$ cat src/rtl/ddr_seq_startup_ctrl.sv
// Startup/recalibration gate between memory controllers, PLL reconfig and NUM_CH PHY sequencers.
// Releases all channels together after busy flags settle and supervises calibration with a timeout.
module ddr_seq_startup_ctrl #(
    parameter int NUM_CH         = 2,
    parameter int SYNC_STAGES    = 2,
    parameter int SETTLE_CYCLES  = 16,
    parameter int TIMEOUT_WIDTH  = 24,
    parameter int TIMEOUT_CYCLES = 1000000,
    parameter bit BYPASS         = 1'b0
) (
    input  logic              seq_clk,
    input  logic              reset_seq,
    input  logic [NUM_CH-1:0] ctl_init_done,
    input  logic [NUM_CH-1:0] phs_shft_busy,
    input  logic              recal_req,
    input  logic [NUM_CH-1:0] ctl_usr_mode_rdy,
    input  logic [NUM_CH-1:0] training_data_write_successful,
    input  logic [NUM_CH-1:0] postamble_successful,
    input  logic [NUM_CH-1:0] resynchronisation_successful,
    output logic [NUM_CH-1:0] ctl_init_done_for_seq,
    output logic [NUM_CH-1:0] phs_shft_busy_for_seq,
    output logic              seq_restart,
    output logic [NUM_CH-1:0] tracking_successful,
    output logic              all_cal_done,
    output logic              cal_timeout,
    output logic [2:0]        startup_state
);

    localparam logic [2:0] IDLE     = 3'd0;
    localparam logic [2:0] WAIT_PHS = 3'd1;
    localparam logic [2:0] SETTLE   = 3'd2;
    localparam logic [2:0] GO       = 3'd3;
    localparam logic [2:0] DONE     = 3'd4;
    localparam logic [2:0] RESTART  = 3'd5;
    localparam logic [2:0] FAIL     = 3'd6;

    localparam int SW = $clog2(SETTLE_CYCLES + 1);
    localparam logic [SW-1:0]            SETTLE_LAST  = SW'(SETTLE_CYCLES - 1);
    localparam logic [TIMEOUT_WIDTH-1:0] TIMEOUT_LAST = TIMEOUT_WIDTH'(TIMEOUT_CYCLES - 1);

    logic [NUM_CH-1:0]        sync_q [SYNC_STAGES];
    logic [NUM_CH-1:0]        busy_s;
    logic [2:0]               state, state_nxt;
    logic [SW-1:0]            settle_cnt, settle_nxt;
    logic [TIMEOUT_WIDTH-1:0] to_cnt, to_nxt;
    logic                     enable;
    logic                     timeout_hit;
    logic                     all_init, any_busy, all_rdy;

    assign busy_s   = sync_q[SYNC_STAGES-1];
    assign all_init = &ctl_init_done;
    assign any_busy = |busy_s;
    assign all_rdy  = &ctl_usr_mode_rdy;

    // Chain resets to all ones so an unknown PLL is treated as busy.
    always_ff @(posedge seq_clk or posedge reset_seq) begin
        if (reset_seq) begin
            for (int unsigned i = 0; i < SYNC_STAGES; i++) sync_q[i] <= '1;
        end else begin
            sync_q[0] <= phs_shft_busy;
            for (int unsigned i = 1; i < SYNC_STAGES; i++) sync_q[i] <= sync_q[i-1];
        end
    end

    always_comb begin
        state_nxt   = state;
        settle_nxt  = '0;
        to_nxt      = '0;
        timeout_hit = 1'b0;
        if (BYPASS) begin
            state_nxt = IDLE;
        end else begin
            case (state)
                IDLE:    if (all_init) state_nxt = any_busy ? WAIT_PHS : SETTLE;
                RESTART: state_nxt = IDLE;
                WAIT_PHS, SETTLE, GO, DONE, FAIL: begin
                    if (!all_init) begin
                        state_nxt = IDLE;
                    end else if (recal_req && (state == GO || state == DONE || state == FAIL)) begin
                        state_nxt = RESTART;
                    end else begin
                        case (state)
                            WAIT_PHS: if (!any_busy) state_nxt = SETTLE;
                            SETTLE: begin
                                if (any_busy)                       state_nxt = WAIT_PHS;
                                else if (settle_cnt == SETTLE_LAST) state_nxt = GO;
                                else                                settle_nxt = settle_cnt + 1'b1;
                            end
                            GO: begin
                                // Calibration completing on the last allowed cycle still counts as success.
                                if (all_rdy) begin
                                    state_nxt = DONE;
                                end else if (to_cnt == TIMEOUT_LAST) begin
                                    state_nxt   = FAIL;
                                    timeout_hit = 1'b1;
                                end else begin
                                    to_nxt = to_cnt + 1'b1;
                                end
                            end
                            default: ;
                        endcase
                    end
                end
                default: state_nxt = IDLE;
            endcase
        end
    end

    always_ff @(posedge seq_clk or posedge reset_seq) begin
        if (reset_seq) begin
            state               <= IDLE;
            settle_cnt          <= '0;
            to_cnt              <= '0;
            enable              <= 1'b0;
            seq_restart         <= 1'b0;
            all_cal_done        <= 1'b0;
            cal_timeout         <= 1'b0;
            tracking_successful <= '0;
        end else begin
            state        <= state_nxt;
            settle_cnt   <= settle_nxt;
            to_cnt       <= to_nxt;
            enable       <= (state_nxt == GO) || (state_nxt == DONE);
            seq_restart  <= (state_nxt == RESTART);
            all_cal_done <= BYPASS ? all_rdy : (state_nxt == DONE);
            if (timeout_hit) cal_timeout <= 1'b1;
            tracking_successful <= training_data_write_successful & postamble_successful
                                 & resynchronisation_successful & ctl_usr_mode_rdy;
        end
    end

    assign ctl_init_done_for_seq = BYPASS ? ctl_init_done : (ctl_init_done & {NUM_CH{enable}});
    assign phs_shft_busy_for_seq = BYPASS ? phs_shft_busy : (busy_s & {NUM_CH{enable}});
    assign startup_state         = state;

endmodule
$ cat config.mk
export PLATFORM = sky130hd
export DESIGN_NAME = ddr_seq_startup_ctrl
export DESIGN_NICKNAME = d
export VERILOG_FILES = /design/src/rtl/ddr_seq_startup_ctrl.sv
export SDC_FILE = /design/constraint.sdc
export NUM_CORES = 1
export LEC_CHECK = 0
export CELL_PAD_IN_SITES_DETAIL_PLACEMENT = 0
export CELL_PAD_IN_SITES_GLOBAL_PLACEMENT = 2
export CORE_UTILIZATION = 39
export CTS_BUF_LIST = sky130_fd_sc_hd__clkbuf_4
export DETAILED_ROUTE_END_ITERATION = 6
export HOLD_SLACK_MARGIN = 0.02
export PLACE_DENSITY_LB_ADDON = 0.08
export SLEW_MARGIN = 0
export SYNTH_ARGS = -nofsm -noshare
export SYNTH_HDL_FRONTEND = slang
export SYNTH_SLANG_ARGS = --single-unit
$ cat constraint.sdc
create_clock -name seq_clk -period 4.7 [get_ports seq_clk]
set_input_delay 0.94 -clock seq_clk [delete_from_list [all_inputs] [get_ports seq_clk]]
set_output_delay 0.94 -clock seq_clk [all_outputs]
set_load 0.01 [all_outputs]
Word level (Yosys, flattened, before mapping)
Cells that the tools add are included.
- output and inout port bits: 12
- register bits after elaboration: 42
- input bits: 15
- logic and storage cells: 65
- equal/unequal tests: 10
- bitwise gates (word level): 5
- multiplexer cells: 29
- reduce and logical (&&, ||, !) cells: 9
- $add $sub $neg: 2
- operators by type and width (operator ; count):
    two-way mux 24 bit ; 6
    two-way mux 5 bit ; 6
    adder 24 x 1 -> 24 bit, second input constant ; 1
    equality test 24 x 20 -> 1 bit, second input constant ; 1
    two-way mux 3 bit ; 8
    equality test 3 bit, second input constant ; 4
    AND 2 bit ; 5
    equality test 3 x 2 -> 1 bit, second input constant ; 3
    one-hot mux 3 bit (3 select lines) ; 1
    two-way mux 1 bit ; 6
    one-hot mux 3 bit (2 select lines) ; 1
    adder 5 x 1 -> 5 bit, second input constant ; 1
    equality test 5 x 4 -> 1 bit, second input constant ; 1
    OR reduction 5 bit ; 1
    AND reduction 2 bit ; 2
    equality test 3 x 1 -> 1 bit, second input constant ; 1
    zero test 3 bit ; 1
    logical OR 1 bit ; 3
    two-way mux 2 bit ; 1
    OR reduction 2 bit ; 1
    logical AND 1 bit ; 1

Depth between registers and ports, before layout
Gate-level depths: netlist (run 1).
- depth after elaboration: 9
- mapped depth: 8
- depth with buffers taken out: 6

Least setup slack after synthesis (run 1)
No wires, ideal clock.
- path type: input-to-output
- start point: input ctl_init_done[0]
- end point: output ctl_init_done_for_seq[0]
- stages: 1
- setup slack: 2.674 ns
- arrival: 1.086 ns
- required time: 3.760 ns
- path buffers: 0
- path through: and2_1
- cells in the longest elaborated chain, start to end: 1
- RTL lines (item ; line ; text):
    from (decl) ; 13 ; input logic [NUM_CH-1:0] ctl_init_done,
    AND 2 bit ; 132 ; assign ctl_init_done_for_seq = BYPASS ? ctl_init_done : (ctl_init_done & {NUM_CH{enable}});
    to (decl) ; 20 ; output logic [NUM_CH-1:0] ctl_init_done_for_seq,
Every way passes these cells.

Worst setup path after layout (run 1)
Ends and elaborated chain as after synthesis.

==> summary.md, run 1 <==
| Metric | Value |
|---|---|
| Status | complete, no violations |
| Htree depth | 2 |
| Layout cells sized above 1 | 0.1244 |
| Final Hold Vio Count | 0 |
| Die Y | ~75 µm |
| Total number of vias | ~1.5k |
| Vias per cell | between 5 and 6 |
| Comb pwr share | 0.069 |
| Post-Route WL | about 4000 µm |
| Power Total | 0.0005822 W |
| Routed Antenna Nets | 0 |
| Fin worst setup slack | around 1.7 ns |
| Mapped Cells | 195 |
| Fin crit period | ~3.0 ns |
| Number of remaining DRC errors | 0 |
| Post-CTS Setup Bufs | 0 |
| Number of max-cap violations | 0 |
| Worst Path Arrival | approximately 2.1 ns |
| Leak | approximately 0.95 nW |
| Worst Path Required | between 3 and 4 ns |
| Port Buffers | 26 |
| Synth Area in Simple Gates | 0.2855 |
| Fraction of the mapped netlist area in adder cells | 0.01215 |
| CTS Buffer Depth | 2 |
| HPWL after DPL | 2948 µm |
| Initial drt markers | 46 |
| Fin Setup TNS | 0 ns |
| Post-Place Cells | between 200 and 300 |
| Post-synthesis to final-layout area growth | 17.86% |
| Clock transition at path regs | 0.13 ns |
| Sequential standard cell area | about 0.0011 mm² |
| Gpl congestion | approximately 0.80 |
| Syn avg cell area | 10.56 µm² |
| Slew HR | 0.4028 |
| Syn nets | between 200 and 250 |
| Initial Util | 0.4032 |
| Vias in the first global route | about 1.5k |
| Yosys warning count | 0 |
| Post-DR wirelength/cell | approximately 14 µm |
| First-pass GRT wire length | between 6000 and 7000 µm |
| ANT cells | 0 |
| Cell-internal power | 0.0004434 W |
| Flop pwr share | 0.639 |
| Die W | around 75 µm |
| CTS Buf Count | 5 |
| RSZ-0062 raised after global routing | no |
| Die Area | around 0.0056 mm² |
| # setup viols final | 0 |
| Drt pass-1 iters | 4 |
| Netlist Area Pre-Place | slightly above 0.002 mm² |
| Critical path class | input pin to output port |
| GRT Util Overall | 0.1638 |
| Sw frac | 0.2385 |
| Clock power share | 0.292 |
| Cell variety after synth | 41 |
| Worst hold-check path type | flip-flop to flip-flop |
| Area of the multi-input gates | roughly 940 µm² |
| Pwr/cell area | approximately 240 mW/mm² |
| Largest family of logic cells by synthesized area | simple AND/OR/NAND/NOR gates |
| Pre-CTS setup slack | between 1.5 and 2 ns |
| Compound-Gate Fraction of Synth Area | 0.04617 |
| Initial antenna violation count | 0 |
| P_sw | between 0.0001 and 0.00015 W |
| Fillers | between 500 and 600 |
| VDD IR-drop max | 0.1193 mV |
| Yosys reg bits | 42 |
| Number of clock sinks | 42 |
| Global route overflow | 0 |
| Post-CTS Resized | 0 |
| Std cell rows | 26 |
| Mux cell area share after synthesis | 0.01215 |
| CTS tree | built |
| I/O pins | 27 |
| Hold_buf cts | 0 |
| Fmax | roughly 330 MHz |
| Later-pin clock latency in the skew report | around 0.35 ns |
| Final #Nets | around 240 |
| Seq/Total Area, Yosys | 0.5128 |
| Crit path max fanout | 3 |
| Area of the core | 0.005107 mm² |
| Crit path capture type | output port |
| Clock Skew | around 0.016 ns |
| Clk Tree Root Cell | clkbuf_4 |
| Final period util | 0.6458 |
| Worst slew pin tran | ~0.90 ns |
| Startpoint Class | input pin |
| Fin Hold WS | roughly 0.36 ns |
| Layout Cells excl Fill | approximately 300 |
| Pins over their slew limit | 0 |
| Xor-xnor portion of the synthesized cell area | 0.1021 |
| Largest net degree at the start of global routing | between 40 and 50 |
synth_stat cells, drive strengths merged:
master	n	area [µm²]
or3	1	6.260
a21boi	1	7.510
o21ai	5	25.02
and2	8	51.30
mux2i	1	10.01
ha	2	25.02
a31o	1	8.760
buf	4	37.53
nor4	3	31.28
and3	3	18.77
a2111oi	1	8.760
and4	7	63.81
nor4b	4	62.56
a21oi	1	5.000
nor2	35	131.4
or2b	1	8.760
o211ai	1	12.51
nand2	12	45.04
dfrtp	38	950.9
xnor2	13	113.9
o2111ai	1	8.760
nand3	7	35.03
a211o	1	10.01
nand2b	2	12.51
a21o	1	8.760
dfstp	4	105.1
xor2	11	96.34
mux2	1	15.01
nand4	9	56.30
inv	5	18.77
nor3	8	45.04
clkbuf	1	3.750
nor3b	2	20.02
cells in the final DEF (no fill, tap or decap), types with 3 or more instances in the layout:
master           netlist  layout
nor2_1                35      35
nand3_1                7       7
clkbuf_4               0       5
clkdlybuf4s50_1        0      26
nor3_1                 7       7
inv_1                  5       5
nand2_1               12      12
dfstp_2                4       4
nand4_1                9       9
and2_1                 7       7
and3_1                 3       3
and4_1                 5       5
xnor2_1               13      13
o21ai_0                5       5
xor2_1                11      11
dfrtp_1               38      38
final cells by class:
class	instances	share of cell area
tap	70	0.03608
clock inverter	3	0.006701
multi-input combinational	143	0.3887
sequential	42	0.4351
clock buffer	5	0.01546
timing repair buffer	27	0.1103
inverter	5	0.007732
state kept, by name, summed over array words and instances (netlist names):
register             flops
all_cal_done             1
busy_s                   2
cal_timeout              1
enable                   1
seq_restart              1
settle_cnt               5
startup_state            3
sync_q                   2
to_cnt                  24
tracking_successful      2
power by group through the flow:
| stage | Sequential [W] | Clock (W) | Combinational, W |
|---|---|---|---|
| final | 0.000372 | 0.000170 | 0.0000401 |
| after global routing | 0.000373 | 0.000194 | 0.0000446 |
| after CTS | 0.000372 | 0.000180 | 0.0000412 |
| after detailed placement | 0.000379 | 0 | 0.0000410 |
| after global placement | 0.000379 | 0 | 0.0000401 |
| after floorplan | 0.000377 | 0 | 0.0000204 |
per-stage QoR:
stage            util  instance area [µm²]
4_1_cts        0.4753                 2427
5_1_grt        0.4753                 2427
6_report       0.4753                 2427
2_1_floorplan       -                 2059
3_3_place_gp   0.4647                 2374
3_5_place_dp   0.4647                 2374
critical path, stage by stage:
cell	delay [ns]
clkdlybuf4s50_1	0.49
and2_1	0.14
clkdlybuf4s50_1	0.53
final timing paths:
path | startpoint | endpoint | slack, ns | cells past startpoint
worst min register to register | sync_q[2] | busy_s[0] | 0.36 | 0
worst max-delay path | ctl_init_done[0] | ctl_init_done_for_seq[0] | 1.66 | 3
worst min-delay path | sync_q[2] | busy_s[0] | 0.36 | 0
worst max register to register | to_cnt[6] | to_cnt[19] | 2.39 | 5
min in group asynchronous | reset_seq | settle_cnt[0] | 1.02 | 3
max in group asynchronous | reset_seq | to_cnt[23] | 3.30 | 3
cells by family (layout without fill, tap and decap cells):
group	Yosys count	after routing
adder cells (fa/ha/maj)	2	2
AND/OR/NAND/NOR	102	102
flip-flops	42	42
XOR/XNOR	24	24
multiplexers	2	2
buffers and inverters	10	40
AO/OA/AOI/OAI	13	13
per-layer routing:
layer | vias to the layer above | track usage | routed length (µm)
met5 | - | 0 | 0
met4 | 0 | 0.05451 | 53
met2 | 19 | 0.2803 | 2137
met3 | 6 | 0.03748 | 107
met1 | 748 | 0.2048 | 1761
li1 | 731 | - | -
Power figures use the tool's default switching activity.
==> run 2: changes to the inputs <==
- CORE_UTILIZATION: 39 -> 37
- clock period: 4.7 -> 3.2 ns (I/O delays scaled with it)
==> run 2 against run 1 <==
Final area did not move. Critical path depth did not move. Clock power rose by 47%. Clock skew fell by 0.0043 ns. Core utilization fell by 1.2 points. Clock-buffer cell count did not move. Largest cell class unchanged.
==> summary.md, run 2 (synthesized netlist as in run 1, its figures left out) <==
| Metric | Value |
|---|---|
| Clock Skew | 0.01158 ns (-0.004250 ns) |
| Drt pass-1 iters | 4 (unchanged) |
| Later-pin clock latency in the skew report | 0.35 ns (about the same) |
| Die Y | 76.61 µm (+2.6%) |
| Vias in the first global route | 1517 (+3.4%) |
| Top reg by flops | to_cnt |
| Post-synthesis to final-layout area growth | 17.86% (unchanged) |
| Commonest non-fill, non-tap cells in the layout | 38 x dfrtp_1, 35 x nor2_1, 26 x clkdlybuf4s50_1 |
| Fmax | around 410 MHz |
| Worst slew pin tran | 0.8890 ns (-0.006754 ns) |
| VDD IR-drop max | 0.1984 mV (+66%) |
| Startpoint Class | input pin |
| Pwr/cell area | 352.5 mW/mm² (+47%) |
| Grt met2 use | 0.2703 (-0.01001) |
| Reg2reg path depth | 5 (unchanged) |
| GRT Util Overall | 0.1512 (-0.01251) |
| Clk Tree Root Cell | clkbuf_4 |
| RSZ-0062 raised after global routing | no |
| GR met3 Demand/Resource | 0.03832 (+0.0008401) |
| Worst flop-to-flop path startpoint | to_cnt[6] |
| Clock transition at path regs | 0.12 ns (about the same) |
| Die Area | 0.005868 mm² (+5.3%) |
| Area of the core | 0.005238 mm² (+2.5%) |
| CTS Buffer Depth | 2 (unchanged) |
| ANT cells | 0 (unchanged) |
| Initial Util | 0.3932 (-0.01002) |
| I/O pins | 27 (unchanged) |
| Fin crit period | 2.416 ns |
| Pre-CTS setup slack | 0.7033 ns (-0.9539 ns) |
| Final Hold Vio Count | 0 (unchanged) |
| Number of clock sinks | 42 (unchanged) |
| Met1 Use GR | 0.1715 (-0.03330) |
| Gpl congestion | 0.7810 (-2.5%) |
| Worst R2R Setup Slack | 0.94 ns (-1.45 ns) |
| Largest register FFs | 24 (unchanged) |
| Leak | 0.9529 nW (unchanged) |
| # setup viols final | 0 (unchanged) |
| Post-Place Cells | 287 (unchanged) |
| Die W | 76.61 µm (+2.6%) |
| Slew HR | 0.4073 (+0.004502) |
| Most used routing layer | met2 |
| Crit path capture type | output port |
| Vias per cell | 5.037 (-1.2%) |
| Largest net degree at the start of global routing | 43 (unchanged) |
| Commonest non-fill, non-tap cell in the layout | dfrtp_1 |
| Fin worst setup slack | 0.7841 ns (-0.8805 ns) |
| Htree depth | 2 (unchanged) |
| Post-CTS Setup Bufs | 0 (unchanged) |
| Layout Cells excl Fill | 295 (unchanged) |
| Std cell rows | 26 (unchanged) |
| Final period util | 0.7550 |
| Critical path class | input pin to output port |
| Total number of vias | 1486 (-1.2%) |
| Worst hold endpoint | busy_s[1] |
| Hold depth | 0 (unchanged) |
| Number of remaining DRC errors | 0 (unchanged) |
| Post-Route WL | 4034 µm (-0.64%) |
| Port Buffers | 26 (unchanged) |
| Min-Delay Startpoint | sync_q[3] |
| Worst hold-check path type | flip-flop to flip-flop |
| Initial drt markers | 59 (+28%) |
| Hold_buf cts | 0 (unchanged) |
| Post-DR wirelength/cell | 13.67 µm (-0.64%) |
| CTS Buf Count | 5 (unchanged) |
| Final #Nets | 241 (unchanged) |
| First-pass GRT wire length | 6955 µm (+1.9%) |
| Initial antenna violation count | 0 (unchanged) |
| Number of max-cap violations | 0 (unchanged) |
| Crit path max fanout | 3 (unchanged) |
| Post-CTS Resized | 0 (unchanged) |
| Fin Setup TNS | 0 ns (unchanged) |
| Worst Path Arrival | 1.78 ns (-0.32 ns) |
| HPWL after DPL | 2903 µm (-1.5%) |
| Core Util, Final | 0.4635 (-0.01181) |
| Routed Antenna Nets | 0 (unchanged) |
| End of the worst register-to-register path | to_cnt[4] |
| Status | complete, no violations |
| Pins over their slew limit | 0 (unchanged) |
| CTS tree | built |
| Worst Path Required | 2.56 ns (-1.20 ns) |
| Global route overflow | 0 (unchanged) |
| Layout cells sized above 1 | 0.1244 (unchanged) |
[run 2: cell counts in the layout (fill, tap and decap cells not counted)]
No cell type changed its count.
[run 2: cell type report]
type / instances / area, µm²
fill: 492 / 2810
sequential: 42 / 1056
multi-input combinational: 143 / 943.4
timing repair buffer: 27 / 267.8
tap: 70 / 87.58
clock buffer: 5 / 37.54
inverter: 5 / 18.77
clock inverter: 3 / 16.27
[run 2: routing by layer]
metal | wire length, µm | up-vias
met1 | 1767 | 722
li1 | - | 730
met5 | 0 | -
met3 | 135 | 5
met4 | 48 | 0
met2 | 2082 | 29
[run 2: critical path, cell delays in order]
cell and delay [ns]:
clkdlybuf4s50_1 0.49, and2_1 0.12, clkdlybuf4s50_1 0.52
[run 2: how the worst max path moves through the flow]
stage,from,endpoint,depth (start not counted)
detailed placement,ctl_usr_mode_rdy[0],to_cnt[16],6
floorplan,ctl_usr_mode_rdy[0],enable,5
global placement,ctl_init_done[1],to_cnt[1],6
global route,to_cnt[6],to_cnt[12],5
finish,ctl_init_done[0],ctl_init_done_for_seq[0],3
CTS,ctl_init_done[0],ctl_init_done_for_seq[0],3
[run 2: report_power, final]
part / internal, W / total [W] / leakage (nW) / switching (W)
registers: 0.000538 / 0.000547 / 0.572 / 0.00000846
logic: 0.0000313 / 0.0000587 / 0.353 / 0.0000274
clock network: 0.0000818 / 0.000250 / 0.0286 / 0.000169
[run 2: through the flow]
stage	area [µm²]	total power, W	hold slack [ns]
2_1_floorplan	2059	0.0005831	0.3452
3_3_place_gp	2374	0.0006157	0.3473
3_5_place_dp	2374	0.0006167	0.3533
4_1_cts	2427	0.0008721	0.3722
5_1_grt	2427	0.0009065	0.3722
6_report	2427	0.0008557	0.3696
==> run 3: changes to the inputs <==
- CORE_UTILIZATION: 37 -> 33
- clock period: 3.2 -> 2 ns (I/O delays scaled with it)
==> run 3 against run 2 <==
Final cell count grew 5.1%. Clock-buffer cell count unchanged. Sequential power grew 59%. Non-clock buffer count up 10. Die area grew 12%. Clock skew up 0.0033 ns. Final area grew 7.2%. Critical path type unchanged. Critical endpoint unchanged.
==> summary.md, run 3 (synthesized netlist as in run 1, its figures left out) <==
| Metric | Value |
|---|---|
| Status | complete, no violations |
| Vias in the first global route | 1601 (+5.5%) |
| Pwr/cell area | 644.2 mW/mm² (+83%) |
| Initial antenna violation count | 0 (unchanged) |
| ANT cells | 0 (unchanged) |
| Worst hold-check path type | input pin to asynchronous set/reset pin |
| Gpl congestion | 0.7479 (-4.2%) |
| Leak | 1.099 nW (+15%) |
| Met1 Use GR | 0.2111 (+0.03956) |
| Die Area | 0.006561 mm² (+12%) |
| Fmax | between 500 and 600 MHz |
| Largest net degree at the start of global routing | 43 (unchanged) |
| Fillers | 579 (+18%) |
| Post-synthesis to final-layout area growth | 26.37% |
| Post-Route WL | 4663 µm (+16%) |
| Crit path capture type | output port |
| Global route overflow | 0 (unchanged) |
| Top reg by flops | to_cnt |
| Port Buffers | 26 (unchanged) |
| Total number of vias | 1567 (+5.5%) |
| First-pass GRT wire length | 7707 µm (+11%) |
| Slew HR | 0.7213 (+0.3140) |
| Post-DR wirelength/cell | 15.04 µm (+10%) |
| Worst Path Required | 1.60 ns (-0.96 ns) |
| Initial drt markers | 66 (+12%) |
| # setup viols final | 0 (unchanged) |
| Final #Nets | 251 (+4.1%) |
| Final period util | 0.9928 |
| Startpoint Class | input pin |
| Commonest non-fill, non-tap cells in the layout | 38 x dfrtp_1, 35 x nor2_1, 24 x clkdlybuf4s50_1 |
| Later-pin clock latency in the skew report | 0.36 ns (about the same) |
| Pins over their slew limit | 0 (unchanged) |
| Most used routing layer | met2 |
| Setup crit start | ctl_init_done[0] |
| Htree depth | 2 (unchanged) |
| Crit path max fanout | 3 (unchanged) |
| CTS Buffer Depth | 2 (unchanged) |
| CTS tree | built |
| Die Y | 81 µm (+5.7%) |
| Die W | 81 µm (+5.7%) |
| Final Hold Vio Count | 0 (unchanged) |
| RSZ-0062 raised after global routing | no |
| Fin crit period | approximately 2.0 ns |
| GRT Util Overall | 0.1577 (+0.006419) |
| Grt met2 use | 0.2479 (-0.02237) |
| Fin Setup TNS | 0 ns (unchanged) |
| Initial Util | 0.3458 (-0.04742) |
| Cell area after layout | 0.002603 mm² (+7.2%) |
| Largest register FFs | 24 (unchanged) |
| Layout cells sized above 1 | 0.1702 (+0.04577) |
| GR met3 Demand/Resource | 0.04157 (+0.003250) |
| HPWL after DPL | 3257 µm (+12%) |
| Critical path class | input pin to output port |
| Area of the core | 0.005956 mm² (+14%) |
| Std cell rows | 28 (+7.7%) |
| Clock Skew | 0.01491 ns (+0.003324 ns) |
| Clock transition at path regs | 0.14 ns (+0.02 ns) |
| VDD IR-drop max | 0.3059 mV (+54%) |
| Worst flop-to-flop path startpoint | to_cnt[20] |
| Worst slew pin tran | 0.4168 ns (-0.4723 ns) |
| Routed Antenna Nets | 0 (unchanged) |
| Worst Path Arrival | 1.59 ns (-0.19 ns) |
| Drt pass-1 iters | 4 (unchanged) |
| Number of clock sinks | 42 (unchanged) |
| Placed standard-cell area | 0.002465 mm² (+3.8%) |
| Vias per cell | 5.055 (+0.35%) |
| Hold_buf cts | 0 (unchanged) |
| Clk Tree Root Cell | clkbuf_4 |
| Commonest non-fill, non-tap cell in the layout | dfrtp_1 |
| Number of max-cap violations | 0 (unchanged) |
| CTS Buf Count | 5 (unchanged) |
| Number of remaining DRC errors | 0 (unchanged) |
| I/O pins | 27 (unchanged) |
## run 3: changes by cell type in the layout (fill, tap and decap cells not counted), sizes merged
cell	previous run	this run
dlymetal6s2s	0	2
buf	1	11
clkinv	2	1
clkdlybuf4s50	26	24
bufinv	0	2
clkinvlp	1	0
## run 3: layout make-up
| cell class | count | area, µm² | area share |
|---|---|---|---|
| Sequential cell | 42 | 1056 | 0.4058 |
| Clock buffer | 5 | 37.54 | 0.01442 |
| Timing Repair Buffer | 37 | 372.9 | 0.1433 |
| Inverter | 5 | 18.77 | 0.007212 |
| Tap cell | 75 | 93.84 | 0.03606 |
| Clock inverter | 3 | 68.82 | 0.02644 |
| Multi-Input combinational cell | 143 | 954.7 | 0.3668 |
## run 3: worst max-delay path, cell delays in order
cell	delay, ns
clkdlybuf4s50_1	0.50
and2_1	0.14
clkdlybuf4s50_1	0.54
## run 3: worst paths after layout
kind | cells after the start | slack, ns | endpoint
hold reg to reg | 0 | 0.37 | busy_s[1]
max in group asynchronous | 3 | 1.35 | sync_q[2]
min in group seq_clk | 0 | 0.37 | busy_s[1]
setup / recovery | 3 | 0.01 | ctl_init_done_for_seq[0]
hold / removal | 3 | 0.37 | tracking_successful[1]
setup reg to reg | 5 | 0.13 | enable
## run 3: routing by layer
metal  routed length, µm  up-vias
li1                    -      755
met1                2214      773
met2                2231       34
met3                 158        5
met4                  59        0
met5                   0        -
## run 3: where the power goes
part	internal [W]	switching [W]
Sequential	0.000861	0.00000864
Combinational	0.0000606	0.0000529
Clock	0.000391	0.000302
Total	0.00131	0.000364
## run 3: repair_timing
| item | 4_1_cts | 5_1_grt |
|---|---|---|
| pin swaps | 0 | 1 |
| resized for setup | 0 | 4 |
| setup buffers | 2 | 0 |
| setup endpoints to repair | 2 | 4 |
## run 3: through the flow
step / hold slack, ns / total power, W / setup slack, ns / util / std cells
2_1_floorplan: 0.3452 / 0.0009329 / 0.3577 / - / 195
3_3_place_gp: 0.3471 / 0.0009953 / 0.05942 / 0.4139 / 300
3_5_place_dp: 0.3501 / 0.0009973 / 0.02042 / 0.4139 / 300
4_1_cts: 0.3694 / 0.001708 / 0.01964 / 0.4342 / 310
5_1_grt: 0.3748 / 0.001752 / 0.007476 / 0.4370 / 310
6_report: 0.3676 / 0.001677 / 0.01440 / 0.4370 / 310
